[config.mk]
export PLATFORM = sky130hd
export DESIGN_NAME = alu_seq_mdu
export DESIGN_NICKNAME = d
export VERILOG_FILES = /design/src/rtl/alu_pkg.sv /design/src/rtl/alu_seq_iter.sv /design/src/rtl/alu_seq_mdu.sv
export SDC_FILE = /design/constraint.sdc
export NUM_CORES = 1
export LEC_CHECK = 0
export ABC_AREA = 1
export CELL_PAD_IN_SITES_DETAIL_PLACEMENT = 1
export CELL_PAD_IN_SITES_GLOBAL_PLACEMENT = 1
export CORE_MARGIN = 2
export CORE_UTILIZATION = 43
export DETAILED_ROUTE_END_ITERATION = 8
export PLACE_DENSITY = 0.87
export SLEW_MARGIN = 10
export SYNTH_ARGS = -nofsm -noshare
export SYNTH_HDL_FRONTEND = slang
export SYNTH_SLANG_ARGS = --single-unit
[constraint.sdc]
create_clock -name clk -period 3.05 [get_ports clk]
set_input_delay 0.7625 -clock clk [delete_from_list [all_inputs] [get_ports clk]]
set_output_delay 0.7625 -clock clk [all_outputs]
set_load 0.01 [all_outputs]
[src/rtl/alu_pkg.sv]
// Shared definitions for the sequential ALU/MDU: opcodes, FSM states, clog2 helper.
package alu_pkg;

    localparam logic [3:0] ALU_ADD   = 4'b0000;
    localparam logic [3:0] ALU_SUB   = 4'b0001;
    localparam logic [3:0] ALU_SLL   = 4'b0010;
    localparam logic [3:0] ALU_SLT   = 4'b0011;
    localparam logic [3:0] ALU_SLTU  = 4'b0100;
    localparam logic [3:0] ALU_XOR   = 4'b0101;
    localparam logic [3:0] ALU_SRL   = 4'b0110;
    localparam logic [3:0] ALU_SRA   = 4'b0111;
    localparam logic [3:0] ALU_OR    = 4'b1000;
    localparam logic [3:0] ALU_AND   = 4'b1001;
    localparam logic [3:0] ALU_MUL   = 4'b1010;
    localparam logic [3:0] ALU_MULHU = 4'b1011;
    localparam logic [3:0] ALU_DIVU  = 4'b1100;
    localparam logic [3:0] ALU_REMU  = 4'b1101;

    typedef enum logic [1:0] {
        ST_IDLE = 2'd0,
        ST_BUSY = 2'd1,
        ST_DONE = 2'd2
    } state_t;

    // Smallest r with 2**r >= v.
    function automatic int unsigned clog2(input int unsigned v);
        int unsigned r;
        r = 0;
        for (int unsigned i = 0; i < 32; i++) begin
            if ((33'd1 << i) < 33'(v)) r = i + 1;
        end
        return r;
    endfunction

endpackage

[src/rtl/alu_seq_iter.sv]
// Iterative engine shared by multiply (shift-add) and divide (restoring).
// The divide path exists only when ALU_SEQ_DIV_EN is defined.
module alu_seq_iter
    import alu_pkg::*;
#(
    parameter int unsigned WIDTH = 32
) (
    input  logic                 clk,
    input  logic                 rst_n,
    input  logic                 start,
    input  logic                 is_div,
    input  logic [WIDTH-1:0]     opa,
    input  logic [WIDTH-1:0]     opb,
    output logic                 busy,
    output logic                 done_c,
    output logic [2*WIDTH-1:0]   prod_nxt_c
);

    localparam int unsigned CW = clog2(WIDTH) + 1;

    // prod_q: {hi, lo} = {product hi, multiplier} for mul, {remainder, quotient} for div.
    logic [2*WIDTH-1:0] prod_q;
    logic [WIDTH-1:0]   aux_q;
    logic [CW-1:0]      cnt_q;
    logic [WIDTH:0]     sum_c;

`ifdef ALU_SEQ_DIV_EN
    logic               div_q;
    logic [WIDTH:0]     diff_c;
`else
    logic               unused_is_div;
    assign unused_is_div = is_div;
`endif

    assign busy   = (cnt_q != '0);
    assign done_c = (cnt_q == CW'(1));

    // Value prod_q takes after the current iteration.
    always_comb begin
        sum_c      = {1'b0, prod_q[2*WIDTH-1:WIDTH]} + {1'b0, aux_q};
        prod_nxt_c = prod_q[0] ? {sum_c, prod_q[WIDTH-1:1]} : {1'b0, prod_q[2*WIDTH-1:1]};
`ifdef ALU_SEQ_DIV_EN
        diff_c = prod_q[2*WIDTH-1:WIDTH-1] - {1'b0, aux_q};
        if (div_q) begin
            prod_nxt_c = diff_c[WIDTH] ? {prod_q[2*WIDTH-2:0], 1'b0}
                                       : {diff_c[WIDTH-1:0], prod_q[WIDTH-2:0], 1'b1};
        end
`endif
    end

    // Load on start, then one iteration per cycle until the counter empties.
    always_ff @(posedge clk or negedge rst_n) begin
        if (!rst_n) begin
            prod_q <= '0;
            aux_q  <= '0;
            cnt_q  <= '0;
`ifdef ALU_SEQ_DIV_EN
            div_q  <= 1'b0;
`endif
        end else if (start) begin
            prod_q <= {{WIDTH{1'b0}}, opa};
            aux_q  <= opb;
            cnt_q  <= CW'(WIDTH);
`ifdef ALU_SEQ_DIV_EN
            div_q  <= is_div;
`endif
        end else if (busy) begin
            prod_q <= prod_nxt_c;
            cnt_q  <= cnt_q - CW'(1);
        end
    end

endmodule

[src/rtl/alu_seq_mdu.sv]
// Registered ALU with iterative unsigned MUL/MULHU/DIVU/REMU and valid/ready handshake.
// ALU_SEQ_DIV_EN: when defined, DIVU/REMU are implemented; otherwise they return 0.
module alu_seq_mdu
    import alu_pkg::*;
#(
    parameter int unsigned WIDTH = 32
) (
    input  logic             clk,
    input  logic             rst_n,
    input  logic             in_valid,
    output logic             in_ready,
    input  logic [WIDTH-1:0] OperandA,
    input  logic [WIDTH-1:0] OperandB,
    input  logic [3:0]       ALUsel,
    output logic             out_valid,
    input  logic             out_ready,
    output logic [WIDTH-1:0] ALUresult,
    output logic             div_zero
);

    localparam int unsigned SW = clog2(WIDTH);

    state_t             state_q, state_n;
    logic [WIDTH-1:0]   res_q, res_n;
    logic               dz_q, dz_n;
    logic [3:0]         op_q, op_n;
    logic               start_c;
    logic               accept_c;
    logic [WIDTH-1:0]   alu_res_c;
    logic               alu_dz_c;
    logic               is_iter_c;
    logic [SW-1:0]      shamt_c;
    logic               iter_busy;
    logic               iter_done_c;
    logic [2*WIDTH-1:0] iter_prod_c;

    assign out_valid = (state_q == ST_DONE);
    assign ALUresult = res_q;
    assign div_zero  = dz_q;

    alu_seq_iter #(.WIDTH(WIDTH)) u_iter (
        .clk        (clk),
        .rst_n      (rst_n),
        .start      (start_c),
        .is_div     ((ALUsel == ALU_DIVU) || (ALUsel == ALU_REMU)),
        .opa        (OperandA),
        .opb        (OperandB),
        .busy       (iter_busy),
        .done_c     (iter_done_c),
        .prod_nxt_c (iter_prod_c)
    );

    // Single-cycle results and iterative-op classification from the request inputs.
    always_comb begin
        alu_res_c = '0;
        alu_dz_c  = 1'b0;
        is_iter_c = 1'b0;
        shamt_c   = OperandB[SW-1:0];
        case (ALUsel)
            ALU_ADD:   alu_res_c = OperandA + OperandB;
            ALU_SUB:   alu_res_c = OperandA - OperandB;
            ALU_SLL:   alu_res_c = OperandA << shamt_c;
            ALU_SLT:   alu_res_c = WIDTH'($signed(OperandA) < $signed(OperandB));
            ALU_SLTU:  alu_res_c = WIDTH'(OperandA < OperandB);
            ALU_XOR:   alu_res_c = OperandA ^ OperandB;
            ALU_SRL:   alu_res_c = OperandA >> shamt_c;
            ALU_SRA:   alu_res_c = WIDTH'($signed(OperandA) >>> shamt_c);
            ALU_OR:    alu_res_c = OperandA | OperandB;
            ALU_AND:   alu_res_c = OperandA & OperandB;
            ALU_MUL,
            ALU_MULHU: is_iter_c = 1'b1;
`ifdef ALU_SEQ_DIV_EN
            ALU_DIVU: begin
                if (OperandB == '0) begin
                    alu_res_c = '1;
                    alu_dz_c  = 1'b1;
                end else begin
                    is_iter_c = 1'b1;
                end
            end
            ALU_REMU: begin
                if (OperandB == '0) begin
                    alu_res_c = OperandA;
                    alu_dz_c  = 1'b1;
                end else begin
                    is_iter_c = 1'b1;
                end
            end
`endif
            default:   alu_res_c = '0;
        endcase
    end

    // Handshake FSM next-state and result capture.
    always_comb begin
        state_n  = state_q;
        res_n    = res_q;
        dz_n     = dz_q;
        op_n     = op_q;
        start_c  = 1'b0;
        in_ready = (state_q == ST_IDLE) || ((state_q == ST_DONE) && out_ready);
        accept_c = in_valid && in_ready;
        case (state_q)
            ST_BUSY: begin
                if (iter_busy && iter_done_c) begin
                    state_n = ST_DONE;
                    dz_n    = 1'b0;
                    res_n   = ((op_q == ALU_MULHU) || (op_q == ALU_REMU))
                              ? iter_prod_c[2*WIDTH-1:WIDTH] : iter_prod_c[WIDTH-1:0];
                end
            end
            ST_DONE: begin
                if (out_ready) state_n = ST_IDLE;
            end
            default: ;
        endcase
        if (accept_c) begin
            op_n = ALUsel;
            if (is_iter_c) begin
                state_n = ST_BUSY;
                start_c = 1'b1;
            end else begin
                state_n = ST_DONE;
                res_n   = alu_res_c;
                dz_n    = alu_dz_c;
            end
        end
    end

    // State and result registers.
    always_ff @(posedge clk or negedge rst_n) begin
        if (!rst_n) begin
            state_q <= ST_IDLE;
            res_q   <= '0;
            dz_q    <= 1'b0;
            op_q    <= '0;
        end else begin
            state_q <= state_n;
            res_q   <= res_n;
            dz_q    <= dz_n;
            op_q    <= op_n;
        end
    end

endmodule

==> run_results.csv, run 1 <==
group,metric,value,unit
status,outcome,"stopped before the end",
status,failed_stage,"5_1_grt",
status,first-error,"[ERROR GRT-0232] Routing congestion too high. Check the congestion heatmap in the GUI.",
global_route,grt.total_usage,0.700,
logic_synthesis,syn-num-nets,3390,
clocking,root_buffer,"clkbuf_16",
floorplanning,chipHeight,210,um
logic_synthesis,yosys-top-cells-area,"nand2_1 22%, dfrtp_1 19%, nand3_1 10%, ha_1 9.2%, inv_1 7.9%",
clocking,clock_path_buffers,2,
floorplanning,start_util,0.435,
logic_synthesis,ys_warn_count,0,
timing,crit_endpoint,"ALUresult[25]$_DFF_PN0_/D",
floorplanning,io_pins,107,
floorplanning,rows,75,
logic_synthesis,synth-async-reset-ratio,1.00,
logic_synthesis,yosysTopAreaCell,"nand2_1",
clocking,cts-buffers-inserted,17,
placement,gp_congestion,1.10,
logic_synthesis,syn_avg_cell_area,5.72,um^2
global_route,grt_antenna_before_repair,34,
placement,io_buffers,106,
logic_synthesis,netlist-cell-type-count,49,
timing,worst-ep-kind,"sequential cell input",
logic_synthesis,synth_top_area_frac,0.225,
floorplanning,die_w,210,um
logic_synthesis,synth_edf_count,0,
placement,dp_hpwl,91100,um
clocking,cts_sinks,141,
logic_synthesis,ys_seq_elements,141,
logic_synthesis,yosysMostFrequentCell,"nand2_1",
logic_synthesis,synthCells,3181,
logic_synthesis,synth_area,18200,um^2
global_route,gr-total-overflow,14,
logic_synthesis,synth_commonest_cells,"1090 x nand2_1, 384 x inv_1, 376 x nand3_1, 243 x nor2_1, 210 x o21ai_0",
placement,place_inst,4230,
clocking,hold_buffers,0,
logic_synthesis,synth_ff_type,"dfrtp_1",
clocking,h-tree-depth,4,
global_route,grt_max_degree,75,
logic_synthesis,seq_area_frac_synth,0.194,
metal layers:
| layer | overflow | GRT usage |
|---|---|---|
| met5 | 0 | 0.259 |
| met4 | 6 | 0.660 |
| met3 | 0 | 0.499 |
| met2 | 8 | 0.888 |
| met1 | 0 | 0.724 |
kinds of logic after synthesis:
logic type | after synthesis | share of synthesized area
AO/OA/AOI/OAI | 539 | 0.172
XOR/XNOR | 13 | 0.00626
adder cells (fa/ha/maj) | 137 | 0.0955
buffers and inverters | 522 | 0.112
flip-flops | 141 | 0.194
multiplexers | 1 | 0.000550
AND/OR/NAND/NOR | 1828 | 0.420
metrics by stage:
step,area (um^2),setup WS [ps]
floorplan,18200,118
global placement,23600,-680
detailed placement,23600,-655
CTS,24400,-37.8
repair_timing:
item	CTS
endpoints found under the setup margin	25
setup buffers	1
pin swaps	1
endpoints found under the hold margin	0
gates resized for setup	79
==> inputs of run 2 (changes only) <==
- CELL_PAD_IN_SITES_DETAIL_PLACEMENT: 1 -> unset
- CELL_PAD_IN_SITES_GLOBAL_PLACEMENT: 1 -> unset
- CORE_UTILIZATION: 43 -> 40
- PLACE_DENSITY: 0.87 -> unset
- PLACE_DENSITY_LB_ADDON: unset -> 0.15
==> run 2 against run 1 <==
The run now ends clean; synthesized cell count unchanged; area after synthesis unchanged.
==> run_results.csv, run 2 <==
group,metric,value,unit
timing,finalCriticalPeriod,2980,ps
cells_and_area,syn2layout_area_growth,37.0,%
clocking,clk_pin_slew,60,ps
critical_path,arrival,3300,ps
detailed_routing,drt_wl_total,97900,um
critical_path,path_delay_family,"simple AND/OR/NAND/NOR gates",
placement,gp_congestion,1.08,
global_route,grt_antenna_before_repair,3,
logic_synthesis,synth_edf_count,0,
pwr,leakagePower,0.0134,uW
critical_path,critPathRequiredTime,3360,ps
clocking,hold_buffers,0,
critical_path,start_kind,"input pin",
logic_synthesis,synth_commonest_cells,"1090 x nand2_1, 384 x inv_1, 376 x nand3_1, 243 x nor2_1, 210 x o21ai_0",
cells_and_area,insertedDiodeCount,0,
cells_and_area,final_cell_mix,"1067 x nand2_1, 527 x buf_4, 373 x inv_1",
logic_synthesis,yosysMostFrequentCell,"nand2_1",
timing,finalSetupViolCount,0,
cells_and_area,top_register,"u_iter.prod_q",
critical_path,reg2reg_to,"ALUresult[23]",
critical_path,rr_startpoint,"u_iter.aux_q[0]",
logic_synthesis,ys_warn_count,0,
hold_path,hold_path.class,"input pin to async pin",
timing,tns,0,ps
clocking,h-tree-depth,4,
global_route,grt.total_usage,0.409,
placement,io_buffers,106,
critical_path,crit_type,"input pin to register",
global_route,grt_max_degree,67,
detailed_routing,num_vias,24600,
detailed_routing,drc_errors,0,
floorplanning,die_area,47200,um^2
pwr,p_seq_frac,0.267,
logic_synthesis,synth_top_area_frac,0.225,
critical_path,critPathSlowestCell,"clkdlybuf4s50_1",
timing,worst_pin_slew,974,ps
status,outcome,"finished clean",
cells_and_area,post-route-util,0.553,
logic_synthesis,synth_area,18200,um^2
floorplanning,chipHeight,217,um
floorplanning,die_w,217,um
cells_and_area,finalNetCount,3939,
cells_and_area,drive_above_1_share,0.194,
cells_and_area,multi_input_area,13100,um^2
timing,skew,12.6,ps
critical_path,worst_path_most_repeated_cell,"nand2_1",
detailed_routing,post_drt_wl_per_cell,22.5,um
logic_synthesis,synthCells,3181,
global_route,grt_first_pass_wirelength,144000,um
logic_synthesis,yosys-top-cells-area,"nand2_1 22%, dfrtp_1 19%, nand3_1 10%, ha_1 9.2%, inv_1 7.9%",
pwr,power.share.clock,0.174,
logic_synthesis,syn_avg_cell_area,5.72,um^2
clocking,cts_tree,"built",
floorplanning,rows,78,
timing,hold_violations,0,
timing,setup_ws,66.9,ps
timing,report.final.slew_viol_count,0,
critical_path,crit_path_max_fanout,5,
pwr,p_int,6490,uW
logic_synthesis,synth_ff_type,"dfrtp_1",
detailed_routing,antenna_left,0,
logic_synthesis,syn-num-nets,3390,
placement,post-place-ws,-942,ps
critical_path,rrSetupSlack,320,ps
clocking,clk-insertion-delay-late,430,ps
cells_and_area,mostFrequentLayoutCell,"nand2_1",
timing,period_share,0.978,
pwr,p_sw,5340,uW
cells_and_area,largest_register_ffs,64,
placement,dpl_cell_area,23800,um^2
timing,max_freq,0.335,GHz
global_route,gr-total-overflow,0,
logic_synthesis,yosysTopAreaCell,"nand2_1",
timing,rsz0062_at_grt,"true",
floorplanning,start_util,0.403,
critical_path,cp_num_buf_inv,4,
clocking,root_buffer,"clkbuf_16",
clocking,cts-buffers-inserted,17,
pwr,cellPowerDensity,475,nW/um^2
logic_synthesis,synth-async-reset-ratio,1.00,
floorplanning,io_pins,107,
cells_and_area,design_area,24900,um^2
floorplanning,design.core.area,45100,um^2
detailed_routing,firstDrtPassIters,7,
cells_and_area,fillers,4624,
placement,dp_hpwl,80900,um
timing,hold_slack,257,ps
clocking,cts_sinks,141,
pwr,peakVddDrop,489,uV
cells_and_area,regArea,3530,um^2
clocking,clock_path_buffers,2,
timing,slew_headroom,0.350,
critical_path,r2r_cells,17,
critical_path,path_cells,"clkdlybuf4s50_1 > inv_1 > ha_2 > inv_2 > nand2_1 > nor2_1 > inv_1 > nor2_1 > nor2_2 > nor2_1 > nor2_1 > nand2_2 > nand2_1 > nand3_1 > nand2_1 > nand2_1 > nand2_1",
global_route,grt_pass1_vias,23500,
pwr,sw_frac_of_total,0.452,
detailed_routing,drt_iter0_markers,2938,
logic_synthesis,ys_seq_elements,141,
critical_path,cp_slowest_stage_delay,570,ps
detailed_routing,routed_via_density,5.67,
run,maxCapViolCount,0,
logic_synthesis,netlist-cell-type-count,49,
logic_synthesis,seq_area_frac_synth,0.194,
critical_path,worstSetupEndpointType,"register",
pwr,p_comb_frac,0.560,
-- run 2: power groups by stage --
stage                     clock (uW)  sequential [uW]  combinational (uW)
final                           2060             3160                6620
after global routing            2130             3210                7230
after CTS                       2060             3130                6390
after detailed placement           0             3150                6300
after global placement             0             3120                6170
after floorplan                    0             3040                3530
-- run 2: worst register-to-register path: stages, from the launching register on --
cell and delay [ps]:
dfrtp_1 370, ha_1 280, inv_1 90, fa_1 400, inv_1 150, nand3_1 80
nand3_1 160, nand2_1 70, nand2_1 160, nand2_1 140, nand3_1 160, nand2_1 60
nand3_1 90, nand3_1 140, nand2_1 120, nand2_1 60, nand2_1 60, inv_1 40
-- run 2: layout make-up --
type	instances	area share
inverter	395	0.0595
clock buffer	20	0.0183
timing repair buffer	657	0.220
tap	600	0.0301
sequential	141	0.142
clock inverter	10	0.00467
multi-input combinational	2518	0.526
-- run 2: worst max path at each step --
stage | startpoint | endpoint | slack [ps] | cells after the start
after CTS | OperandA[2] | ALUresult[9] | -20 | 17
after floorplan | OperandB[3] | ALUresult[22] | 120 | 18
final | OperandB[21] | ALUresult[0] | 70 | 17
after global placement | OperandB[4] | ALUresult[9] | -940 | 15
after global routing | OperandB[11] | ALUresult[31] | -7 | 16
after detailed placement | OperandB[4] | ALUresult[9] | -940 | 15
-- run 2: routing by layer --
metal  wire length [um]  share of wire  vias to the layer above  track usage
met5                  0              0                        -            0
met4               7130          0.073                        0        0.247
met3               8470          0.087                      274       0.0633
met2              42400           0.43                     1321        0.642
met1              39900           0.41                    11500        0.528
li1                   -              -                    11500            -
-- run 2: metrics by stage --
step | total power [uW] | instances
6_report | 11800 | 4341
5_1_grt | 12600 | 4341
4_1_cts | 11600 | 4337
3_5_place_dp | 9450 | 4307
3_3_place_gp | 9280 | 4307
2_1_floorplan | 6570 | 3181
-- run 2: logic make-up (layout without fill, tap and decap cells) --
| logic type | count (synthesis) | count (layout) | synth area share |
|---|---|---|---|
| AND/OR/NAND/NOR | 1828 | 1828 | 0.420 |
| AO/OA/AOI/OAI | 539 | 539 | 0.172 |
| buffers and inverters | 522 | 1082 | 0.112 |
| flip-flops | 141 | 141 | 0.194 |
| adder cells (fa/ha/maj) | 137 | 137 | 0.0955 |
| XOR/XNOR | 13 | 13 | 0.00626 |
| multiplexers | 1 | 1 | 0.000550 |
-- run 2: what timing repair did --
action | 4_1_cts | 5_1_grt
endpoints found under the setup margin | 16 | 26
setup buffers | 0 | 4
pin swaps | 2 | 14
resized for setup | 47 | 114
Power figures use the tool's default switching activity.
